`src/rtl/game_pkg.sv`:
```
// ---------------------------------------------------------------------------
// game_pkg
// Shared constants and types for the zombie lane scanner.
//   - Default table and lane geometry (N_ZOM, N_ROW, W, ROW_BASE, ROW_PITCH).
//   - NO_ZOM_X: stop_x value reported for a lane with no live zombie.
//   - scan_state_t: scanner FSM states.
//   - row_of(): maps a Y coordinate to the lane whose centre it equals.
// ---------------------------------------------------------------------------
package game_pkg;

   localparam int N_ZOM     = 10;
   localparam int N_ROW     = 5;
   localparam int W         = 10;
   localparam int ROW_BASE  = 110;
   localparam int ROW_PITCH = 70;

   localparam logic [W-1:0] NO_ZOM_X = '1;

   typedef enum logic [1:0] {
      ST_IDLE,
      ST_SCAN,
      ST_COMMIT
   } scan_state_t;

   typedef struct packed {
      logic       hit;
      logic [7:0] idx;
   } row_hit_t;

   // Lane centres are truncated to w bits so the compare matches what a
   // w-bit coordinate register can actually hold. Called with constant
   // geometry, so the loop unrolls into N_ROW constant comparators.
   function automatic row_hit_t row_of(input logic [31:0] y,
                                       input int          base,
                                       input int          pitch,
                                       input int          n_row,
                                       input int          w);
      row_hit_t    res;
      logic [31:0] mask;
      logic [31:0] centre;
      res  = '0;
      mask = (w >= 32) ? '1 : ((32'd1 << w) - 32'd1);
      for (int r = 0; r < n_row; r++) begin
         centre = 32'(base + r * pitch) & mask;
         if (!res.hit && (centre == (y & mask))) begin
            res.hit = 1'b1;
            res.idx = 8'(r);
         end
      end
      return res;
   endfunction

endpackage

```
`src/rtl/lane_accumulator.sv`:
```
// ---------------------------------------------------------------------------
// lane_accumulator
// Running minimum X, occupancy flag and live count for one lane during a
// table scan.
//   clk, rst_n  clock, asynchronous active-low reset
//   clear       restart accumulation (min = NO_ZOM_X, valid = 0, count = 0)
//   update      a live zombie in this lane is presented on x this cycle
//   x           zombie X coordinate
//   min_x       smallest X seen since clear
//   valid       at least one update since clear
//   count       number of updates since clear
// ---------------------------------------------------------------------------
module lane_accumulator #(
   parameter int           W        = 10,
   parameter int           CW       = 4,
   parameter logic [W-1:0] NO_ZOM_X = '1
) (
   input  logic          clk,
   input  logic          rst_n,
   input  logic          clear,
   input  logic          update,
   input  logic [W-1:0]  x,
   output logic [W-1:0]  min_x,
   output logic          valid,
   output logic [CW-1:0] count
);

   // NOTE: state registers use non-blocking assignments so every flop samples
   // the pre-edge values of its neighbours, independent of statement order.
   always_ff @(posedge clk or negedge rst_n) begin
      if (!rst_n) begin
         min_x <= NO_ZOM_X;
         valid <= 1'b0;
         count <= '0;
      end else if (clear) begin
         min_x <= NO_ZOM_X;
         valid <= 1'b0;
         count <= '0;
      end else if (update) begin
         valid <= 1'b1;
         count <= count + CW'(1);
         // Strict compare: slots arrive in index order, so on equal X the
         // earlier (lower-index) slot keeps the minimum.
         if (x < min_x) begin
            min_x <= x;
         end
      end
   end

endmodule

```
`src/rtl/zombie_row_nearest_scanner.sv`:
```
// ---------------------------------------------------------------------------
// zombie_row_nearest_scanner
// On each frame tick, snapshots the zombie table and walks it one slot per
// clock, then commits per-lane nearest X / occupancy / count atomically.
//   MAX10_CLK1_50  system clock
//   Reset_n        asynchronous active-low reset
//   frame_tick     single-cycle scan request
//   zom_x, zom_y   packed zombie centres, slot i at [i*W +: W]
//   zom_live       per-slot live flag
//   stop_x         per-lane minimum live X, lane r at [r*W +: W]
//   row_valid      lane has at least one live zombie
//   row_count      live zombies per lane, lane r at [r*CW +: CW]
//   busy           scan or commit in progress
//   done           one-cycle pulse when outputs are updated
//   overrun        sticky: a tick arrived while another was already queued
// ---------------------------------------------------------------------------
module zombie_row_nearest_scanner #(
   parameter int           N_ZOM     = game_pkg::N_ZOM,
   parameter int           N_ROW     = game_pkg::N_ROW,
   parameter int           W         = game_pkg::W,
   parameter int           ROW_BASE  = game_pkg::ROW_BASE,
   parameter int           ROW_PITCH = game_pkg::ROW_PITCH,
   parameter logic [W-1:0] NO_ZOM_X  = '1,
   localparam int          CW        = $clog2(N_ZOM + 1)
) (
   input  logic                MAX10_CLK1_50,
   input  logic                Reset_n,
   input  logic                frame_tick,
   input  logic [N_ZOM*W-1:0]  zom_x,
   input  logic [N_ZOM*W-1:0]  zom_y,
   input  logic [N_ZOM-1:0]    zom_live,
   output logic [N_ROW*W-1:0]  stop_x,
   output logic [N_ROW-1:0]    row_valid,
   output logic [N_ROW*CW-1:0] row_count,
   output logic                busy,
   output logic                done,
   output logic                overrun
);

   import game_pkg::*;

   localparam int             IW       = (N_ZOM > 1) ? $clog2(N_ZOM) : 1;
   localparam logic [IW-1:0]  LAST_IDX = IW'(N_ZOM - 1);

   scan_state_t      state, state_next;
   logic             start_scan;
   logic             do_commit;
   logic [IW-1:0]    idx;
   logic             pending;

   logic [W-1:0]     snap_x [N_ZOM];
   logic [W-1:0]     snap_y [N_ZOM];
   logic [N_ZOM-1:0] snap_live;

   row_hit_t         slot_hit;
   logic             scan_live;
   logic [N_ROW-1:0] lane_upd;

   logic [W-1:0]     acc_min   [N_ROW];
   logic             acc_valid [N_ROW];
   logic [CW-1:0]    acc_count [N_ROW];

   // ---------------- FSM ----------------
   always_ff @(posedge MAX10_CLK1_50 or negedge Reset_n) begin
      if (!Reset_n) begin
         state <= ST_IDLE;
      end else begin
         state <= state_next;
      end
   end

   // NOTE: every signal written here gets a default first, so no path leaves
   // it unassigned and no latch is inferred.
   always_comb begin
      state_next = state;
      start_scan = 1'b0;
      do_commit  = 1'b0;
      case (state)
         ST_IDLE: begin
            if (frame_tick) begin
               start_scan = 1'b1;
               state_next = ST_SCAN;
            end
         end
         ST_SCAN: begin
            if (idx == LAST_IDX) begin
               state_next = ST_COMMIT;
            end
         end
         ST_COMMIT: begin
            do_commit = 1'b1;
            // A tick landing on the commit edge is served immediately, as if
            // it had been queued, so back-to-back scans lose no cycle.
            if (pending || frame_tick) begin
               start_scan = 1'b1;
               state_next = ST_SCAN;
            end else begin
               state_next = ST_IDLE;
            end
         end
         default: state_next = ST_IDLE;
      endcase
   end

   assign busy = (state != ST_IDLE);

   // ---------------- tick queue ----------------
   always_ff @(posedge MAX10_CLK1_50 or negedge Reset_n) begin
      if (!Reset_n) begin
         pending <= 1'b0;
         overrun <= 1'b0;
      end else begin
         case (state)
            ST_SCAN: begin
               if (frame_tick) begin
                  if (pending) begin
                     overrun <= 1'b1;
                  end else begin
                     pending <= 1'b1;
                  end
               end
            end
            ST_COMMIT: begin
               // The queued tick is consumed by the restart; a fresh tick on
               // this edge becomes the new queued one and flags the overrun.
               if (pending) begin
                  pending <= frame_tick;
                  if (frame_tick) begin
                     overrun <= 1'b1;
                  end
               end
            end
            default: ;
         endcase
      end
   end

   // ---------------- slot index ----------------
   always_ff @(posedge MAX10_CLK1_50 or negedge Reset_n) begin
      if (!Reset_n) begin
         idx <= '0;
      end else if (start_scan) begin
         idx <= '0;
      end else if (state == ST_SCAN) begin
         idx <= idx + IW'(1);
      end
   end

   // ---------------- snapshot ----------------
   // NOTE: the snapshot is a plain data store with no reset; it is always
   // written by start_scan before the FSM reads any of it.
   always_ff @(posedge MAX10_CLK1_50) begin
      if (start_scan) begin
         for (int i = 0; i < N_ZOM; i++) begin
            snap_x[i] <= zom_x[i*W +: W];
            snap_y[i] <= zom_y[i*W +: W];
         end
         snap_live <= zom_live;
      end
   end

   // ---------------- per-lane accumulation ----------------
   assign slot_hit  = row_of(32'(snap_y[idx]), ROW_BASE, ROW_PITCH, N_ROW, W);
   assign scan_live = (state == ST_SCAN) && snap_live[idx];

   for (genvar r = 0; r < N_ROW; r++) begin : g_lane
      assign lane_upd[r] = scan_live && slot_hit.hit && (slot_hit.idx == 8'(r));

      lane_accumulator #(
         .W        (W),
         .CW       (CW),
         .NO_ZOM_X (NO_ZOM_X)
      ) u_acc (
         .clk    (MAX10_CLK1_50),
         .rst_n  (Reset_n),
         .clear  (start_scan),
         .update (lane_upd[r]),
         .x      (snap_x[idx]),
         .min_x  (acc_min[r]),
         .valid  (acc_valid[r]),
         .count  (acc_count[r])
      );
   end

   // ---------------- committed outputs ----------------
   always_ff @(posedge MAX10_CLK1_50 or negedge Reset_n) begin
      if (!Reset_n) begin
         stop_x    <= {N_ROW{NO_ZOM_X}};
         row_valid <= '0;
         row_count <= '0;
         done      <= 1'b0;
      end else begin
         done <= do_commit;
         if (do_commit) begin
            for (int r = 0; r < N_ROW; r++) begin
               stop_x[r*W +: W]    <= acc_min[r];
               row_valid[r]        <= acc_valid[r];
               row_count[r*CW +: CW] <= acc_count[r];
            end
         end
      end
   end

endmodule

```
`config.mk`:
```
export PLATFORM = sky130hd
export DESIGN_NAME = zombie_row_nearest_scanner
export DESIGN_NICKNAME = d
export VERILOG_FILES = /design/src/rtl/game_pkg.sv /design/src/rtl/lane_accumulator.sv /design/src/rtl/zombie_row_nearest_scanner.sv
export SDC_FILE = /design/constraint.sdc
export NUM_CORES = 1
export LEC_CHECK = 0
export CAP_MARGIN = 0
export CORE_UTILIZATION = 53
export DETAILED_ROUTE_END_ITERATION = 8
export PLACE_DENSITY = 0.88
export RECOVER_POWER = 25
export SLEW_MARGIN = 10
export SYNTH_ARGS = -nofsm -noshare
export SYNTH_HDL_FRONTEND = slang
export SYNTH_SLANG_ARGS = --single-unit
```
`constraint.sdc`:
```
create_clock -name MAX10_CLK1_50 -period 10.5 [get_ports MAX10_CLK1_50]
set_clock_uncertainty 0.2 [all_clocks]
set_input_delay 1.05 -clock MAX10_CLK1_50 [delete_from_list [all_inputs] [get_ports MAX10_CLK1_50]]
set_output_delay 1.05 -clock MAX10_CLK1_50 [all_outputs]
set_load 0.03 [all_outputs]
```
======== Word-level counts from Yosys, hierarchy flattened ========
Memory sizes are Yosys's and may differ from the RTL's.
Cells that the tools add are included.
word-level totals
  bits in registers ....................... 169
  latch bits .............................. 0
  memory bits (writable) .................. 200
  ROM bits ................................ 0
  bits of input ports ..................... 213
  output and inout port bits .............. 78
  logic and storage cells ................. 156
  memories kept ........................... 2
memories
  name    depth  bits a word  rd ports  clocked after memory_dff  wr ports  RTL line                          RTL
  snap_x  10     10           1         0                         10        zombie_row_nearest_scanner.sv:51  logic [W-1:0] snap_x [N_ZOM];
  snap_y  10     10           1         0                         10        zombie_row_nearest_scanner.sv:52  logic [W-1:0] snap_y [N_ZOM];
operators by class
  add/sub/neg operators ................... 6
  multipliers ............................. 0
  divide/modulo/power cells ............... 0
  order comparisons ....................... 6
  equal/unequal tests ..................... 18
  shift operators ......................... 0
  multiplexer cells ....................... 61
  bitwise operators ....................... 0
  reductions and logical operators ........ 39
operator list
  kind                 number
  $mux 10              15
  $lt 10x10->1         5
  $mux 4               12
  $mux 9               5
  $reduce_bool 2->1    13
  $add 4x1->4 const B  6
  $mux 1               22
  $eq 8x10->1 const A  2
  $eq 9x10->1 const A  2
  $eq 8x2->1 const B   2
  $reduce_and 2->1     7
  $ne 2x2->1 const B   6
  $logic_and 1x1->1    11
  $eq 7x10->1 const A  1
  $eq 8x1->1 const B   1
  $eq 8x3->1 const B   1
  $logic_not 8->1      1
  $pmux 1 s2           3
  $pmux 2 s3           1
  $lt 4x5->1 const B   1
  $reduce_and 5->1     1
  $bmux 1 s4           1
  $eq 4x4->1 const B   1
  $logic_not 1->1      4
  other kinds (5)      6

======== Logic depth before layout (Yosys ltp) ========
An unclocked memory read counts as a cell.
  word-level depth ........................ 19
  mapped depth ............................ 18

======== Hierarchy ========
Synthesis repeated with hierarchy kept, for this count alone.
second synthesis, totals
  cells, all modules ...................... 1051
  area total of the unflattened synthesis .. 16060.4 um^2
by module, submodules not included
  module                      instances  cells each  area an instance (um^2)
  zombie_row_nearest_scanner  1          611         11456.0
  lane_accumulator            5          88          920.9

======== Worst setup path after synthesis ========
Ideal clock, no wire load.
  path kind ............................... input-to-reg
  from .................................... in frame_tick
  to ...................................... reg snap_live[0] (enable)
  setup time .............................. 655 ps
  data arrival time ....................... 7582 ps
  required time ........................... 9645 ps
  slack ................................... 2063 ps
  stages on the path ...................... 5
  cell sequence ........................... a21oi_1 > or2_2 > inv_1 > clkbuf_1 > buf_1
between the ends
  word-level cells in the longest chain between the ends .. 3
  elaborated cells between the ends (all ways) .. 4
  those cells by class .................... 3 x mux; 1 x reduce/logical
ends and longest elaborated chain
  element                    RTL line                           RTL
  start: declaration         zombie_row_nearest_scanner.sv:28   input logic frame_tick,
  $logic_or 1x1->1           zombie_row_nearest_scanner.sv:94   if (pending || frame_tick) begin
  $mux 1                     zombie_row_nearest_scanner.sv:94
  $pmux 1 s2 (*)             zombie_row_nearest_scanner.sv:78   case (state)
  net g_lane[0].u_acc.clear  lane_accumulator.sv:20             input logic clear,
  end signal: assignment     zombie_row_nearest_scanner.sv:158  snap_live <= zom_live;
  end: declaration           zombie_row_nearest_scanner.sv:53   logic [N_ZOM-1:0] snap_live;
Mark *: on every way through the listed nets, which the timed path passes. The rest lies on a longest branch.
A chain may end at the register's enable or synchronous reset.

======== Final worst setup path ========
  from .................................... reg idx[0]
  to ...................................... reg g_lane[2].u_acc.min_x[0]
between the ends
  word-level cells in the longest chain between the ends .. 19
  elaborated cells between the ends (all ways) .. 33
  those cells by class .................... 1 x order compare; 6 x eq/ne; 10 x mux; 14 x reduce/logical; 2 x memory
ends and longest elaborated chain
  element                                                 RTL line                           RTL
  start: declaration                                      zombie_row_nearest_scanner.sv:48   logic [IW-1:0] idx;
  start signal: assignment                                zombie_row_nearest_scanner.sv:145  idx <= idx + IW'(1);
  $mem_v2 10x10                                           n/a
  $eq 7x10->1                                             game_pkg.sv:45                     if (!res.hit && (centre == (y & mask))) begin
  $mux 9                                                  game_pkg.sv:45
  $logic_not 1->1                                         game_pkg.sv:45
  $logic_and 1x1->1                                       game_pkg.sv:45
  $mux 9                                                  game_pkg.sv:45
  $logic_not 1->1                                         game_pkg.sv:45
  $logic_and 1x1->1                                       game_pkg.sv:45
  [3 not listed]                                          n/a
  $mux 9                                                  game_pkg.sv:45
  $logic_not 1->1                                         game_pkg.sv:45
  $logic_and 1x1->1                                       game_pkg.sv:45
  $mux 9                                                  game_pkg.sv:45
  $eq 8x2->1 / $logic_and 1x1->1 (equally long branches)  zombie_row_nearest_scanner.sv:167  assign lane_upd[r] = scan_live && slot_hit.hit && (slot_hit.idx == 8'(r));
  $logic_and 1x1->1                                       zombie_row_nearest_scanner.sv:167
  $reduce_bool 2->1 (no line)                             n/a
  $reduce_and 2->1 (no line)                              n/a
  end signal: assignment                                  lane_accumulator.sv:32             min_x <= NO_ZOM_X;
  end signal: assignment                                  lane_accumulator.sv:36             min_x <= NO_ZOM_X;
  end signal: assignment                                  lane_accumulator.sv:45             min_x <= x;
  end: declaration                                        lane_accumulator.sv:23             output logic [W-1:0] min_x,
Parallel ways exist; a longest one is shown, timed or not. The select of a mux whose other input is x is not followed.

==> results.tsv <==
stage	metric	value	unit
power_and_ir_drop	power_per_cell_area	252.8	mW/mm^2
clocking	clock_tree.buffer_depth	3	
timing	setup_viol_count_final	0	
die	ioPinCount	291	
critical_path	critical_path_required	10.75	ns
power_and_ir_drop	cell_internal_pwr	0.003378	W
place	placement.io_buffers	290	
routing	routed_via_density	5.571	
global_route	grt_overflow_total	0	
power_and_ir_drop	clkPwrFrac	26.8	%
global_route	antenna_found_initial	10	
routing	drtPass1Iterations	5	
final_layout	share_of_cells_above_drive_strength_1	14.78	%
timing	final_min_period_over_clock_period	47.86	%
synthesis	synth_area_per_cell	13.41	sq um
critical_path	worstSetupPathType	reg -> reg	
timing	rsz_0062_raised_after_global_routing	false	
critical_path	arrival	5.28	ns
final_layout	layout_commonest_cell	sky130_fd_sc_hd__edfxtp_1	
power_and_ir_drop	ir_worst_vdd	0.1913	mV
timing	worst_slew_margin_rel	-161.3	%
die	std_cell_rows	62	
critical_path	worstPathMaxFanout	56	
final_layout	postLayoutCoreUtil	69.99	%
power_and_ir_drop	power.sequential.fraction	39.7	%
clocking	cts_buffers	38	
place	routabilityCongestion	0.8724	
die	die_height	174.8	microns
synthesis	synth.yosys.warnings	0	
routing	total_number_of_vias	10520	
clocking	cts_tree	built	
clocking	post-cts-setup-buffers	0	
routing	post-route-drc-count	0	
clocking	h_tree_lvl_count	2	
synthesis	netlist_instances	1180	
synthesis	postSynthRegisterBits	369	
global_route	grt_pass1_wl	58080	microns
power_and_ir_drop	net-switching-power	0.001756	W
place	half_perimeter_wire_length_after_detailed_placement	26040	microns
die	floorplan.initialDensity	54.54	%
final_layout	area_growth_syn_to_layout	28.33	%
run_status	status	complete, but fails checks	
synthesis	syn-num-nets	1445	
synthesis	synthDistinctLibCells	63	
final_layout	fill_cells	1943	
routing	drt-initial-drc-count	691	
global_route	all_layer_global_routing_usage	24.76	%
final_layout	layout.area.seq	0.01042	sq mm
run_status	failing_checks	max-capacitance violations, max-slew violations	
final_layout	multi_input_area	0.004878	sq mm
synthesis	ys.flop_type	sky130_fd_sc_hd__edfxtp_1	
final_layout	num-nets-final	1730	
timing	report.final.slew_viol_count	78	
clocking	cts-root-buf	sky130_fd_sc_hd__clkbuf_16	
timing	hold_viol	0	
global_route	pin_count_of_the_biggest_net_entering_global_routing	137	
global_route	first_global_vias	10910	
clocking	insertion_delay	0.53	ns
final_layout	most-common-layout-cells	sky130_fd_sc_hd__edfxtp_1 (210), sky130_fd_sc_hd__nand2_1 (166), sky130_fd_sc_hd__clkdlybuf4s50_1 (161)	
timing	finalSetupTns	0	ns
clocking	cts_repair_resize_count	0	
routing	finalWirelength	37470	microns
routing	antenna_violating_nets_post_route	0	
timing	max_freq	0.1990	GHz
critical_path	worst_setup_path_start_kind	flop	
min_path	hold_class	reg -> reg	
synthesis	synth_enable_flop_cells	210	
timing	timing_worst_slew_pin_value	3.920	ns
critical_path	worst_setup_path_end_kind	flop	
power_and_ir_drop	leakagePower	8.410	nW
clocking	tritoncts_num_sinks	369	
timing	finalWorstPathRequiredPeriod	5.025	ns
die	core_area	0.02901	sq mm
clocking	holdBufCountCts	0	
power_and_ir_drop	combPwrFrac	33.5	%
die	die_area	0.03055	sq mm
run	max_cap_viol_count	1	
synthesis	syn-cell-area	0.01582	sq mm
power_and_ir_drop	power.switching_fraction	34.20	%
die	floorplan.die.width	174.8	microns
clocking	clkSlewWorstSetupHoldPaths	0.06	ns
synthesis	synth-seq-area-share	65.79	%
synthesis	async_flop_share	43.09	%
routing	wire_per_inst	19.84	microns
==> critical path: stages, from the launching register on <==
cell,delay [ns]
sky130_fd_sc_hd__dfrtp_4,0.81
sky130_fd_sc_hd__buf_4,0.78
sky130_fd_sc_hd__mux2i_1,0.28
sky130_fd_sc_hd__o22ai_1,0.10
sky130_fd_sc_hd__o31ai_1,0.59
sky130_fd_sc_hd__nor4b_1,0.44
sky130_fd_sc_hd__nand4b_1,0.53
sky130_fd_sc_hd__or3_1,0.79
sky130_fd_sc_hd__a211o_1,0.38
==> routing by layer <==
layer,GRT usage (%),wire length [microns]
met5,0,26
met4,9.457,1066
met3,4.917,2407
met2,42.06,19180
met1,31.38,14790
==> final cells by class <==
| cell class | count | area share, % |
|---|---|---|
| Clock inverter | 22 | 1.257 |
| Timing Repair Buffer | 304 | 14.78 |
| Tap cell | 384 | 2.366 |
| Clock buffer | 48 | 5.015 |
| Multi-Input combinational cell | 692 | 24.02 |
| Sequential cell | 369 | 51.29 |
| Antenna cell | 10 | 0.1232 |
| Inverter | 60 | 1.146 |
==> per-stage QoR <==
| stage | hold WS [ns] | cells | total power, W | setup WS [ns] | instance area (sq um) |
|---|---|---|---|---|---|
| 6_report | 0.2594 | 1889 | 0.005134 | 5.475 | 20310 |
| 5_1_grt | 0.2852 | 1888 | 0.005361 | 4.902 | 20300 |
| 4_1_cts | 0.2586 | 1879 | 0.005163 | 5.452 | 20290 |
| 3_5_place_dp | 0.2487 | 1809 | 0.003784 | 5.486 | 19020 |
| 3_3_place_gp | 0.2510 | 1809 | 0.003710 | 5.695 | 19020 |
| 2_1_floorplan | 0.2394 | 1180 | 0.003182 | 2.063 | 15820 |
==> synth_stat cells (2+ instances only) <==
master | n | share of area, %
sky130_fd_sc_hd__nor4_1 | 2 | 0.079
sky130_fd_sc_hd__nand4b_1 | 3 | 0.17
sky130_fd_sc_hd__or3_1 | 8 | 0.32
sky130_fd_sc_hd__or2_2 | 2 | 0.079
sky130_fd_sc_hd__buf_2 | 9 | 0.28
sky130_fd_sc_hd__xor2_1 | 2 | 0.11
sky130_fd_sc_hd__dfstp_2 | 100 | 17
sky130_fd_sc_hd__a21o_1 | 8 | 0.38
sky130_fd_sc_hd__a211oi_1 | 4 | 0.19
sky130_fd_sc_hd__clkbuf_1 | 34 | 0.81
sky130_fd_sc_hd__a21oi_1 | 29 | 0.92
sky130_fd_sc_hd__nor2_1 | 80 | 1.9
sky130_fd_sc_hd__nand3b_1 | 4 | 0.19
sky130_fd_sc_hd__nor3_1 | 3 | 0.095
sky130_fd_sc_hd__mux4_2 | 22 | 3.1
sky130_fd_sc_hd__and2_1 | 2 | 0.079
sky130_fd_sc_hd__nand2b_1 | 6 | 0.24
sky130_fd_sc_hd__and3_1 | 2 | 0.079
sky130_fd_sc_hd__o21a_1 | 3 | 0.14
sky130_fd_sc_hd__nand3_1 | 13 | 0.41
sky130_fd_sc_hd__o22ai_1 | 18 | 0.71
sky130_fd_sc_hd__or4_1 | 6 | 0.28
sky130_fd_sc_hd__nand4_1 | 10 | 0.40
sky130_fd_sc_hd__o21ai_0 | 78 | 2.5
sky130_fd_sc_hd__inv_1 | 59 | 1.4
sky130_fd_sc_hd__mux2i_1 | 111 | 7.0
sky130_fd_sc_hd__dfrtp_1 | 59 | 9.3
sky130_fd_sc_hd__buf_4 | 3 | 0.14
sky130_fd_sc_hd__a31o_2 | 3 | 0.17
sky130_fd_sc_hd__o31ai_1 | 14 | 0.66
sky130_fd_sc_hd__nor2b_1 | 5 | 0.20
sky130_fd_sc_hd__nor4b_1 | 2 | 0.11
sky130_fd_sc_hd__buf_1 | 4 | 0.095
sky130_fd_sc_hd__edfxtp_1 | 210 | 40
sky130_fd_sc_hd__mux2_2 | 9 | 0.64
sky130_fd_sc_hd__ha_1 | 52 | 4.1
sky130_fd_sc_hd__or2_1 | 2 | 0.079
sky130_fd_sc_hd__o211ai_1 | 2 | 0.095
sky130_fd_sc_hd__or4b_1 | 2 | 0.13
sky130_fd_sc_hd__buf_6 | 7 | 0.50
sky130_fd_sc_hd__nand2_1 | 166 | 3.9
==> state kept, by name, summed over array words and instances, names as in the netlist, 4 cells and up <==
| name | count |
|---|---|
| g_lane.u_acc.count | 20 |
| g_lane.u_acc.min_x | 50 |
| g_lane.u_acc.valid | 5 |
| snap_live | 10 |
| idx | 4 |
| row_valid | 5 |
| stop_x | 50 |
| row_count | 20 |
| snap_x | 100 |
| snap_y | 100 |
==> worst paths after layout <==
check                                            to  slack, ns  depth (start not counted)  startpoint
max                        g_lane[2].u_acc.min_x[0]       5.47                          8      idx[0]
min                                      stop_x[30]       0.26                          2  stop_x[30]
max reg2reg                g_lane[2].u_acc.min_x[0]       5.47                          8      idx[0]
min reg2reg                              stop_x[30]       0.26                          2  stop_x[30]
max in group asynchronous                    idx[0]       5.73                          2     Reset_n
min in group asynchronous              row_count[3]       1.71                          1     Reset_n
==> power by group through the flow <==
| stage | Combinational, W | Sequential (W) | Clock (W) |
|---|---|---|---|
| detailed placement | 0.00172 | 0.00207 | 0 |
| global placement | 0.00166 | 0.00205 | 0 |
| finish | 0.00172 | 0.00204 | 0.00137 |
| floorplan | 0.000934 | 0.00225 | 0 |
| CTS | 0.00173 | 0.00204 | 0.00139 |
| global route | 0.00184 | 0.00207 | 0.00145 |
==> logic make-up after synthesis <==
logic type,Yosys count,share of synthesized area [%]
compound gates,170,6.452
xor+xnor,2,0.1107
fa+ha+maj,52,4.112
buf+inv,119,3.471
flops,369,65.79
mux,142,10.79
simple gates,326,9.275
(Power assumes the default switching activity.)
